**config.mk**
```make
export PLATFORM = sky130hd
export DESIGN_NAME = ciaa_key_arbiter
export DESIGN_NICKNAME = d
export VERILOG_FILES = /design/src/rtl/ciaa_key_arbiter.sv
export SDC_FILE = /design/constraint.sdc
export NUM_CORES = 1
export LEC_CHECK = 0
export CORE_ASPECT_RATIO = 1.1
export CORE_MARGIN = 5
export CORE_UTILIZATION = 59
export DETAILED_ROUTE_END_ITERATION = 6
export PLACE_DENSITY = 0.8
export SETUP_SLACK_MARGIN = 0.05
export SLEW_MARGIN = 30
export SYNTH_ARGS = -nofsm -noshare
export SYNTH_HDL_FRONTEND = slang
export SYNTH_SLANG_ARGS = --single-unit
```
**constraint.sdc**
```tcl
create_clock -name clk -period 4 [get_ports clk]
set_input_delay 0.6 -clock clk [delete_from_list [all_inputs] [get_ports clk]]
set_output_delay 0.6 -clock clk [all_outputs]
set_load 0.1 [all_outputs]
```
**src/rtl/ciaa_key_arbiter.sv**
```systemverilog
`default_nettype none
// ciaa_key_arbiter: shares the CIA-A key channel between the PS/2 decoder and a host FIFO,
// sequencing power-up codes, per-byte handshake, ack timeout and $F9 resync with one retry.
module ciaa_key_arbiter #(
   parameter int          FIFO_AW     = 3,
   parameter logic [19:0] ACK_TIMEOUT = 20'd1015000,
   parameter bit          INIT_CODES  = 1'b1
) (
   input  logic       clk,
   input  logic       reset,
   input  logic       clk7_en,
   input  logic [7:0] kbd_dat,
   input  logic       kbd_strobe,
   output logic       kbd_ack,
   input  logic [7:0] host_dat,
   input  logic       host_wr,
   output logic       host_full,
   output logic [7:0] cia_dat,
   output logic       cia_strobe,
   input  logic       cia_ack,
   output logic       busy,
   output logic [7:0] drop_cnt
);

   typedef enum logic [2:0] {
      S_INIT_FD   = 3'd0,
      S_INIT_FE   = 3'd1,
      S_IDLE      = 3'd2,
      S_SEND      = 3'd3,
      S_WAIT_ACK  = 3'd4,
      S_SYNC      = 3'd5,
      S_SYNC_WAIT = 3'd6
   } state_t;

   localparam int             DEPTH     = 1 << FIFO_AW;
   localparam logic [19:0]    TMO_LAST  = ACK_TIMEOUT - 20'd1;
   localparam logic           GNT_KBD   = 1'b0;
   localparam logic           GNT_HOST  = 1'b1;
   localparam logic [FIFO_AW-1:0] PTR_ONE   = {{(FIFO_AW-1){1'b0}}, 1'b1};
   localparam logic [FIFO_AW:0]   CNT_ONE   = {{FIFO_AW{1'b0}}, 1'b1};
   localparam logic [FIFO_AW:0]   CNT_DEPTH = {1'b1, {FIFO_AW{1'b0}}};
   localparam state_t         S_RESET   = INIT_CODES ? S_INIT_FD : S_IDLE;

   state_t             state_q, state_d, ret_q, ret_d;
   logic               init_q, init_d;
   logic               gnt_q, gnt_d;
   logic               last_q, last_d;
   logic               retry_q, retry_d;
   logic               kbd_pend_q, kbd_pend_d;
   logic [7:0]         kbd_buf_q, kbd_buf_d;
   logic [19:0]        timer_q, timer_d;
   logic [7:0]         cia_dat_q, cia_dat_d;
   logic               cia_strobe_q, cia_strobe_d;
   logic               kbd_ack_q, kbd_ack_d;
   logic [7:0]         drop_q, drop_d;
   logic [7:0]         fifo_mem_q [DEPTH];
   logic [FIFO_AW-1:0] wr_ptr_q, wr_ptr_d, rd_ptr_q, rd_ptr_d;
   logic [FIFO_AW:0]   count_q, count_d;
   logic               full_q, full_d;

   logic               fifo_empty, fifo_pop, fifo_push;
   logic               host_drop, kbd_drop, xfer_drop, complete, timeout;
   logic [7:0]         fifo_head;
   logic [1:0]         drop_inc;
   logic [8:0]         drop_sum;

   always_comb begin
      state_d      = state_q;
      ret_d        = ret_q;
      init_d       = init_q;
      gnt_d        = gnt_q;
      last_d       = last_q;
      retry_d      = retry_q;
      kbd_pend_d   = kbd_pend_q;
      kbd_buf_d    = kbd_buf_q;
      timer_d      = timer_q;
      cia_dat_d    = cia_dat_q;
      cia_strobe_d = 1'b0;
      kbd_ack_d    = 1'b0;
      fifo_pop     = 1'b0;
      xfer_drop    = 1'b0;
      complete     = 1'b0;
      fifo_empty   = (count_q == '0);
      fifo_head    = fifo_mem_q[rd_ptr_q];
      timeout      = (timer_q == TMO_LAST);

      case (state_q)
         S_INIT_FD: begin
            cia_dat_d    = 8'hFD;
            cia_strobe_d = 1'b1;
            timer_d      = '0;
            init_d       = 1'b1;
            ret_d        = S_INIT_FE;
            state_d      = S_WAIT_ACK;
         end
         S_INIT_FE: begin
            cia_dat_d    = 8'hFE;
            cia_strobe_d = 1'b1;
            timer_d      = '0;
            init_d       = 1'b1;
            ret_d        = S_IDLE;
            state_d      = S_WAIT_ACK;
         end
         S_IDLE: begin
            // Round-robin only matters when both sides are waiting.
            if (kbd_pend_q && (fifo_empty || last_q == GNT_HOST)) begin
               gnt_d     = GNT_KBD;
               last_d    = GNT_KBD;
               cia_dat_d = kbd_buf_q;
               init_d    = 1'b0;
               state_d   = S_SEND;
            end else if (!fifo_empty) begin
               gnt_d     = GNT_HOST;
               last_d    = GNT_HOST;
               cia_dat_d = fifo_head;
               init_d    = 1'b0;
               state_d   = S_SEND;
            end
         end
         S_SEND: begin
            cia_strobe_d = 1'b1;
            timer_d      = '0;
            state_d      = S_WAIT_ACK;
         end
         S_WAIT_ACK: begin
            timer_d = timer_q + 20'd1;
            if (cia_ack || timeout) begin
               if (init_q) begin
                  state_d = ret_q;
               end else if (cia_ack || retry_q) begin
                  complete  = 1'b1;
                  xfer_drop = !cia_ack;
               end else begin
                  retry_d = 1'b1;
                  state_d = S_SYNC;
               end
            end
         end
         S_SYNC: begin
            cia_dat_d    = 8'hF9;
            cia_strobe_d = 1'b1;
            timer_d      = '0;
            state_d      = S_SYNC_WAIT;
         end
         S_SYNC_WAIT: begin
            timer_d = timer_q + 20'd1;
            if (cia_ack || timeout) begin
               // The host byte is still at the FIFO head; it is popped only on completion.
               cia_dat_d = (gnt_q == GNT_HOST) ? fifo_head : kbd_buf_q;
               state_d   = S_SEND;
            end
         end
         default: state_d = S_IDLE;
      endcase

      if (complete) begin
         retry_d = 1'b0;
         state_d = S_IDLE;
         if (gnt_q == GNT_KBD) begin
            kbd_pend_d = 1'b0;
            kbd_ack_d  = 1'b1;
         end else begin
            fifo_pop = 1'b1;
         end
      end

      kbd_drop = kbd_strobe && kbd_pend_q;
      if (kbd_strobe) begin
         if (kbd_pend_q) begin
            kbd_ack_d = 1'b1;
         end else begin
            kbd_pend_d = 1'b1;
            kbd_buf_d  = kbd_dat;
         end
      end

      fifo_push = host_wr && (!full_q || fifo_pop);
      host_drop = host_wr && full_q && !fifo_pop;
      wr_ptr_d  = fifo_push ? wr_ptr_q + PTR_ONE : wr_ptr_q;
      rd_ptr_d  = fifo_pop  ? rd_ptr_q + PTR_ONE : rd_ptr_q;
      case ({fifo_push, fifo_pop})
         2'b10:   count_d = count_q + CNT_ONE;
         2'b01:   count_d = count_q - CNT_ONE;
         default: count_d = count_q;
      endcase
      full_d = (count_d == CNT_DEPTH);

      drop_inc = {1'b0, kbd_drop} + {1'b0, host_drop} + {1'b0, xfer_drop};
      drop_sum = {1'b0, drop_q} + {7'b0, drop_inc};
      drop_d   = drop_sum[8] ? 8'hFF : drop_sum[7:0];
   end

   always_ff @(posedge clk) begin
      if (reset) begin
         state_q      <= S_RESET;
         ret_q        <= S_IDLE;
         init_q       <= 1'b0;
         gnt_q        <= GNT_KBD;
         last_q       <= GNT_HOST;
         retry_q      <= 1'b0;
         kbd_pend_q   <= 1'b0;
         kbd_buf_q    <= 8'h00;
         timer_q      <= '0;
         cia_dat_q    <= 8'h00;
         cia_strobe_q <= 1'b0;
         kbd_ack_q    <= 1'b0;
         drop_q       <= 8'h00;
         wr_ptr_q     <= '0;
         rd_ptr_q     <= '0;
         count_q      <= '0;
         full_q       <= 1'b0;
      end else if (clk7_en) begin
         state_q      <= state_d;
         ret_q        <= ret_d;
         init_q       <= init_d;
         gnt_q        <= gnt_d;
         last_q       <= last_d;
         retry_q      <= retry_d;
         kbd_pend_q   <= kbd_pend_d;
         kbd_buf_q    <= kbd_buf_d;
         timer_q      <= timer_d;
         cia_dat_q    <= cia_dat_d;
         cia_strobe_q <= cia_strobe_d;
         kbd_ack_q    <= kbd_ack_d;
         drop_q       <= drop_d;
         wr_ptr_q     <= wr_ptr_d;
         rd_ptr_q     <= rd_ptr_d;
         count_q      <= count_d;
         full_q       <= full_d;
      end
   end

   always_ff @(posedge clk) begin
      if (!reset && clk7_en && fifo_push) begin
         fifo_mem_q[wr_ptr_q] <= host_dat;
      end
   end

   assign kbd_ack    = kbd_ack_q;
   assign host_full  = full_q;
   assign cia_dat    = cia_dat_q;
   assign cia_strobe = cia_strobe_q;
   assign busy       = (state_q != S_IDLE);
   assign drop_cnt   = drop_q;

endmodule
`default_nettype wire

```
==> results of run 1 <==
==> metrics by stage <==
stage / area, sq um / hold slack [ns] / util / std cells
finish: 7250 / 0.477 / 0.726 / 716
global route: 7250 / 0.500 / 0.726 / 716
CTS: 7220 / 0.482 / 0.724 / 715
detailed placement: 6620 / 0.473 / 0.663 / 683
global placement: 6620 / 0.465 / 0.663 / 683
floorplan: 6080 / 0.453 / - / 538
==> critical path: cells and delay by family (launching register included) <==
| kind | cells | cell delay [ns] |
|---|---|---|
| adder cells (fa/ha/maj) | 3 | 0.80 |
| flip-flops | 1 | 0.38 |
| AO/OA/AOI/OAI | 3 | 0.56 |
| AND/OR/NAND/NOR | 6 | 1.62 |
| buffers and inverters | 2 | 0.25 |
==> registers in the layout, indices dropped and copies added, names as in the netlist, 2 cells and up, named ones only <==
register	flops
cia_dat	8
count_q	4
drop_cnt	8
fifo_mem_q	64
kbd_buf_q	8
rd_ptr_q	3
ret_q	2
state_q	3
timer_q	20
wr_ptr_q	3
==> power by group <==
group / switching (W) / total [W] / internal [W]
registers: 0.0000248 / 0.00149 / 0.00147
clock network: 0.000624 / 0.00160 / 0.000971
logic: 0.000264 / 0.000378 / 0.000114
==> layout make-up <==
cell class	count	area (sq um)	area share
Clock buffer	18	418	0.0576
Clock inverter	14	191	0.0264
Inverter	21	78.8	0.0109
Multi-Input combinational cell	354	2570	0.355
Sequential cell	134	3320	0.458
Tap cell	120	150	0.0207
Timing Repair Buffer	55	513	0.0708
==> worst paths after layout <==
kind | endpoint | from | depth (start not counted) | slack (ns)
max | drop_cnt[3] | timer_q[3] | 14 | 0.32
max reg2reg | drop_cnt[3] | timer_q[3] | 14 | 0.32
min reg2reg | cia_dat[5] | cia_dat[5] | 2 | 0.48
min | cia_dat[5] | cia_dat[5] | 2 | 0.48
==> logic make-up (layout without fill, tap and decap cells) <==
family,after synthesis,count (layout),synth area share
compound gates,99,99,0.109
simple gates,180,180,0.155
buf+inv,50,108,0.0319
flops,134,134,0.547
xor+xnor,28,28,0.0404
fa+ha+maj,11,11,0.0247
mux,36,36,0.0924
==> cells in the mapped netlist (2+ instances only) <==
| master | instances | area, sq um |
|---|---|---|
| a211oi_1 | 8 | 60.1 |
| nand2_1 | 28 | 105 |
| nor4_1 | 4 | 25.0 |
| mux2i_1 | 19 | 190 |
| nand2b_1 | 6 | 37.5 |
| and4b_1 | 2 | 20.0 |
| xnor2_1 | 16 | 140 |
| buf_1 | 4 | 15.0 |
| a22oi_1 | 2 | 15.0 |
| and3_1 | 2 | 12.5 |
| nor3b_1 | 3 | 22.5 |
| xor2_1 | 12 | 105 |
| nand3_1 | 13 | 65.1 |
| clkbuf_1 | 20 | 75.1 |
| a221oi_1 | 8 | 70.1 |
| and2_1 | 4 | 25.0 |
| mux4_2 | 16 | 360 |
| a31oi_1 | 2 | 12.5 |
| nor3_1 | 25 | 125 |
| and4_1 | 3 | 26.3 |
| a21oi_1 | 41 | 205 |
| or2_2 | 2 | 12.5 |
| nor2b_1 | 5 | 31.3 |
| ha_1 | 8 | 100 |
| o31ai_1 | 4 | 30.0 |
| inv_1 | 21 | 78.8 |
| or3_1 | 6 | 37.5 |
| nand3b_1 | 4 | 30.0 |
| edfxtp_1 | 64 | 1920 |
| o21ai_0 | 17 | 85.1 |
| or4_1 | 2 | 15.0 |
| nand4b_1 | 2 | 17.5 |
| buf_2 | 5 | 25.0 |
| nor2_1 | 52 | 195 |
| fa_1 | 2 | 40.0 |
| dfxtp_1 | 70 | 1400 |
| a311oi_1 | 3 | 26.3 |
| nand4_1 | 10 | 62.6 |
==> timing repair <==
action | in CTS | in global routing
gates resized for setup | 0 | 5
hold endpoints to repair | 0 | 0
hold buffers | 0 | 0
buffers inserted | 0 | 1
endpoints found under the setup margin | 0 | 6
==> per-layer routing <==
layer | vias to the layer above | track usage | part of all wire
met3 | 23 | 0.0470 | 0.053
met5 | - | 0 | 0
met2 | 141 | 0.386 | 0.50
met4 | 0 | 0.103 | 0.023
li1 | 2095 | - | -
met1 | 2163 | 0.278 | 0.42
==> impl_metrics.tcl, run 1 <==
set metrics [dict create \
    layout_common_cells "dfxtp_1 (69), edfxtp_1 (64), nor2_1 (51)" \
    max-clock-path-buffers 2 \
    grt_pass1_wl_um 21600 \
    fillerInstances 691 \
    drc 0 \
    area_delta_synth_final_pct 19.3 \
    asyncSetResetFlopFracSynth 0 \
    crit_type "reg2reg" \
    final_max_slew_viol_count 0 \
    nNetsFinal 615 \
    ys_dominant_reg_cell "dfxtp_1" \
    setup-violations-final 0 \
    dieArea_sq_um 12400 \
    grt_usage 0.226 \
    insertion_delay_ns 0.53 \
    io_buffers 41 \
    antenna_found_initial 0 \
    fmax_mhz 272 \
    yosys_warnings 0 \
    relSlewSlack 0.330 \
    grt_max_degree 53 \
    clkTransAtPathRegs_ns 0.06 \
    clockRootBuffer "clkbuf_8" \
    syn_area_per_cell_sq_um 11.3 \
    drtAntennaViolNets 0 \
    fin_skew_ns 0.00550 \
    ys_ff_latch 134 \
    synth-edff-count 64 \
    layout_commonest_cell "dfxtp_1" \
    cp-start-kind "flip-flop" \
    drtIter0Drc 309 \
    fin_ws_ns 0.322 \
    drive_above_1_share 0.134 \
    cts_htree_levels 4 \
    routed_wl_um 13200 \
    crit_required_ns 4.46 \
    crit_chain "or4b_4 > or3_4 > o31ai_2 > a21boi_0 > nand2_1 > fa_1 > inv_1 > ha_1 > fa_1 > nand4_1 > nor2_2 > nand4_1 > buf_4 > a21oi_1" \
    place_ws_ns 0.123 \
    rsz0062_at_grt "no" \
    place_hpwl_um 8910 \
    overflow 0 \
    cts_tree "yes" \
    crit_fanout 11 \
    routabilityCongestion 0.924 \
    drtPass1Iterations 4 \
    period_minus_slack_ns 3.68 \
    cts_sinks 134 \
    status "finished clean" \
    vdd_drop_max_uv 463 \
    power_leakage_nw 2.48 \
    power_w 0.00347 \
    tns_ns 0 \
    synth_cell_types 61 \
    die_w_um 107 \
    start_util 0.609 \
    worstSetupEndpointType "flip-flop" \
    slowest_delay_ns 0.55 \
    hold_viol_final 0 \
    io_pins 42 \
    synth_fp_nets 570 \
    synth.yosys.seq_area_share 0.547 \
    die-height_um 116 \
    numCtsBuffers 17 \
    maxCapViolations 0 \
    crit_arrival_ns 4.13 \
    syn_inst 538 \
    vias_per_cell 6.18 \
    wire_per_inst_um 18.4 \
    hold_class "reg2reg" \
    antenna_cells 0 \
    grt_pass1_vias 4377 \
    cp_slowest_cell "or4b_4" \
    vias 4422 \
    period_share 0.920 \
    fp.coreArea_sq_um 9980 \
    netlist_area_sq_um 6080 \
    p_per_area_nw_per_um2 478 \
    num_rows 38 \
    worstMarginPinSlew_ns 1.00 \
]
Power figures use the tool's default switching activity.
==> inputs of run 2 (changes only) <==
--- a/config.mk
+++ b/config.mk
@@ -6,7 +6,7 @@
 export NUM_CORES = 1
 export LEC_CHECK = 0
 export CORE_ASPECT_RATIO = 1.1
-export CORE_MARGIN = 5
+export CORE_MARGIN = 3
 export CORE_UTILIZATION = 59
 export DETAILED_ROUTE_END_ITERATION = 6
 export PLACE_DENSITY = 0.8
==> run 2 against run 1 <==
  * Final cell count shrank 0.14%
  * Clock skew grew 0.0071 ns
  * Die area is 7.1% lower
  * First-iteration DRC count decreased by 8.4%
  * Flip-flop and latch count stayed put
  * Critical path type unchanged
  * Core utilization decreased by 0.34 points
  * Non-clock buffer count down 1
==> impl_metrics.tcl, run 2 (synthesis gave the netlist of run 1 again) <==
set metrics [dict create \
    status "finished clean" \
    hold_slack_ns 0.472 \
    holdBufCountCts 0 \
    routed_wl_um 13300 \
    grt_pass1_wl_um 21500 \
    drtIter0Drc 283 \
    dp.cells 683 \
    die_w_um 103 \
    drtPass1Iterations 5 \
    drive_above_1_share 0.129 \
    worstSetupEndpointType "flip-flop" \
    antenna_cells 0 \
    max-clock-path-buffers 2 \
    nNetsFinal 614 \
    grt_max_degree 53 \
    power_leakage_nw 2.45 \
    tns_ns 0 \
    fin_ws_ns 0.275 \
    layout.cells.non_filler 715 \
    area_delta_synth_final_pct 18.2 \
    fmax_mhz 268 \
    overflow 0 \
    clockRootBuffer "clkbuf_8" \
    relSlewSlack 0.329 \
    crit_type "reg2reg" \
    vias_per_cell 6.22 \
    hold_viol_final 0 \
    numCtsBuffers 17 \
    rsz0062_at_grt "yes" \
    period_share 0.931 \
    clkTransAtPathRegs_ns 0.06 \
    io_buffers 41 \
    vdd_drop_max_uv 313 \
    crit_required_ns 4.44 \
    start_util 0.612 \
    fin_skew_ns 0.0126 \
    drtAntennaViolNets 0 \
    insertion_delay_ns 0.53 \
    cts_tree "yes" \
    final_max_slew_viol_count 0 \
    fp.coreArea_sq_um 9940 \
    io_pins 42 \
    grt_usage 0.245 \
    top_regs "fifo_mem_q: 64 flops, timer_q: 20 flops" \
    p_per_area_nw_per_um2 463 \
    top_register "fifo_mem_q" \
    vias 4448 \
    setup-violations-final 0 \
    maxCapViolations 0 \
    num_rows 38 \
    layout_common_cells "dfxtp_1 (70), edfxtp_1 (64), nor2_1 (51)" \
    place_hpwl_um 8900 \
    largest_reg_flops 64 \
    cts_sinks 134 \
    drc 0 \
    place_area_sq_um 6620 \
    crit_arrival_ns 4.17 \
    worstMarginPinSlew_ns 1.00 \
    period_minus_slack_ns 3.73 \
    crit_fanout 11 \
    min_path_cells 2 \
    grt_pass1_vias 4430 \
    hold_class "reg2reg" \
    die-height_um 112 \
    worst_r2r_path_depth 13 \
    final_area_sq_um 7180 \
    antenna_found_initial 0 \
    layout_commonest_cell "dfxtp_1" \
    wire_per_inst_um 18.6 \
    routabilityCongestion 0.851 \
    cp-start-kind "flip-flop" \
    cts_htree_levels 4 \
    place_ws_ns 0.200 \
    dieArea_sq_um 11600 \
]
[run 2: stage by stage]
step            util  power, W
2_1_floorplan      -   0.00179
6_report       0.723   0.00332
3_3_place_gp   0.666   0.00188
4_1_cts        0.722   0.00334
5_1_grt        0.723   0.00344
3_5_place_dp   0.666   0.00189
[run 2: final cells by class]
type                    instances  area, sq um
clock inverters                15          143
multi-input cells             354         2570
fillers                       635         2760
well taps                     120          150
inverters                      21         78.8
flip-flops and latches        134         3320
repair buffers                 54          505
clock buffers                  17          414
[run 2: path summary, 6_finish.rpt]
check	start	to	slack, ns
setup / recovery	timer_q[3]	drop_cnt[0]	0.27
hold / removal	cia_dat[7]	cia_dat[7]	0.47
setup reg to reg	timer_q[3]	drop_cnt[0]	0.27
hold reg to reg	cia_dat[7]	cia_dat[7]	0.47
[run 2: where the power goes]
group          leakage, nW  switching [W]  internal (W)  total [W]
clock network        0.267       0.000616      0.000837    0.00145
logic                 1.04       0.000260      0.000114   0.000374
registers             1.15      0.0000259       0.00147    0.00150
[run 2: layer usage]
metal | up-vias | track usage | wire [um]
met1 | 2149 | 0.291 | 5250
met3 | 33 | 0.0653 | 793
li1 | 2102 | - | -
met2 | 164 | 0.415 | 6900
met4 | 0 | 0.108 | 385
met5 | - | 0 | 0
[run 2: what timing repair did]
| action | in CTS | in global routing |
|---|---|---|
| hold endpoints to repair | 0 | 0 |
| setup buffers | 0 | 0 |
| resized for setup | 0 | 2 |
| endpoints found under the setup margin | 0 | 6 |
[run 2: critical path: stages, from the launching register on]
cell and delay [ns]:
dfxtp_1 0.42, or4b_4 0.58, or3_4 0.43, o31ai_2 0.25
a21boi_0 0.13, nand2_1 0.12, fa_1 0.41, inv_1 0.07
ha_1 0.17, fa_1 0.20, nand4_1 0.19, nor2_2 0.19
nand4_1 0.26, a21oi_1 0.22
==> inputs of run 3 (changes only) <==
--- a/config.mk
+++ b/config.mk
@@ -8,6 +8,7 @@
 export CORE_ASPECT_RATIO = 1.1
 export CORE_MARGIN = 3
 export CORE_UTILIZATION = 59
+export CTS_CLUSTER_SIZE = 40
 export DETAILED_ROUTE_END_ITERATION = 6
 export PLACE_DENSITY = 0.8
 export SETUP_SLACK_MARGIN = 0.05
==> constraint.sdc (replaced) <==
create_clock -name clk -period 4 [get_ports clk]
set_input_delay 0.6 -clock clk [delete_from_list [all_inputs] [get_ports clk]]
set_output_delay 0.6 -clock clk [all_outputs]
set_load 0.05 [all_outputs]
==> results of run 3 <==
The final DEF is identical to that of run 2. Status: finished clean.
Among the figures that moved: total power 0.00332 W -> 0.00327 W; worst IR drop on VDD 313 uV -> 310 uV
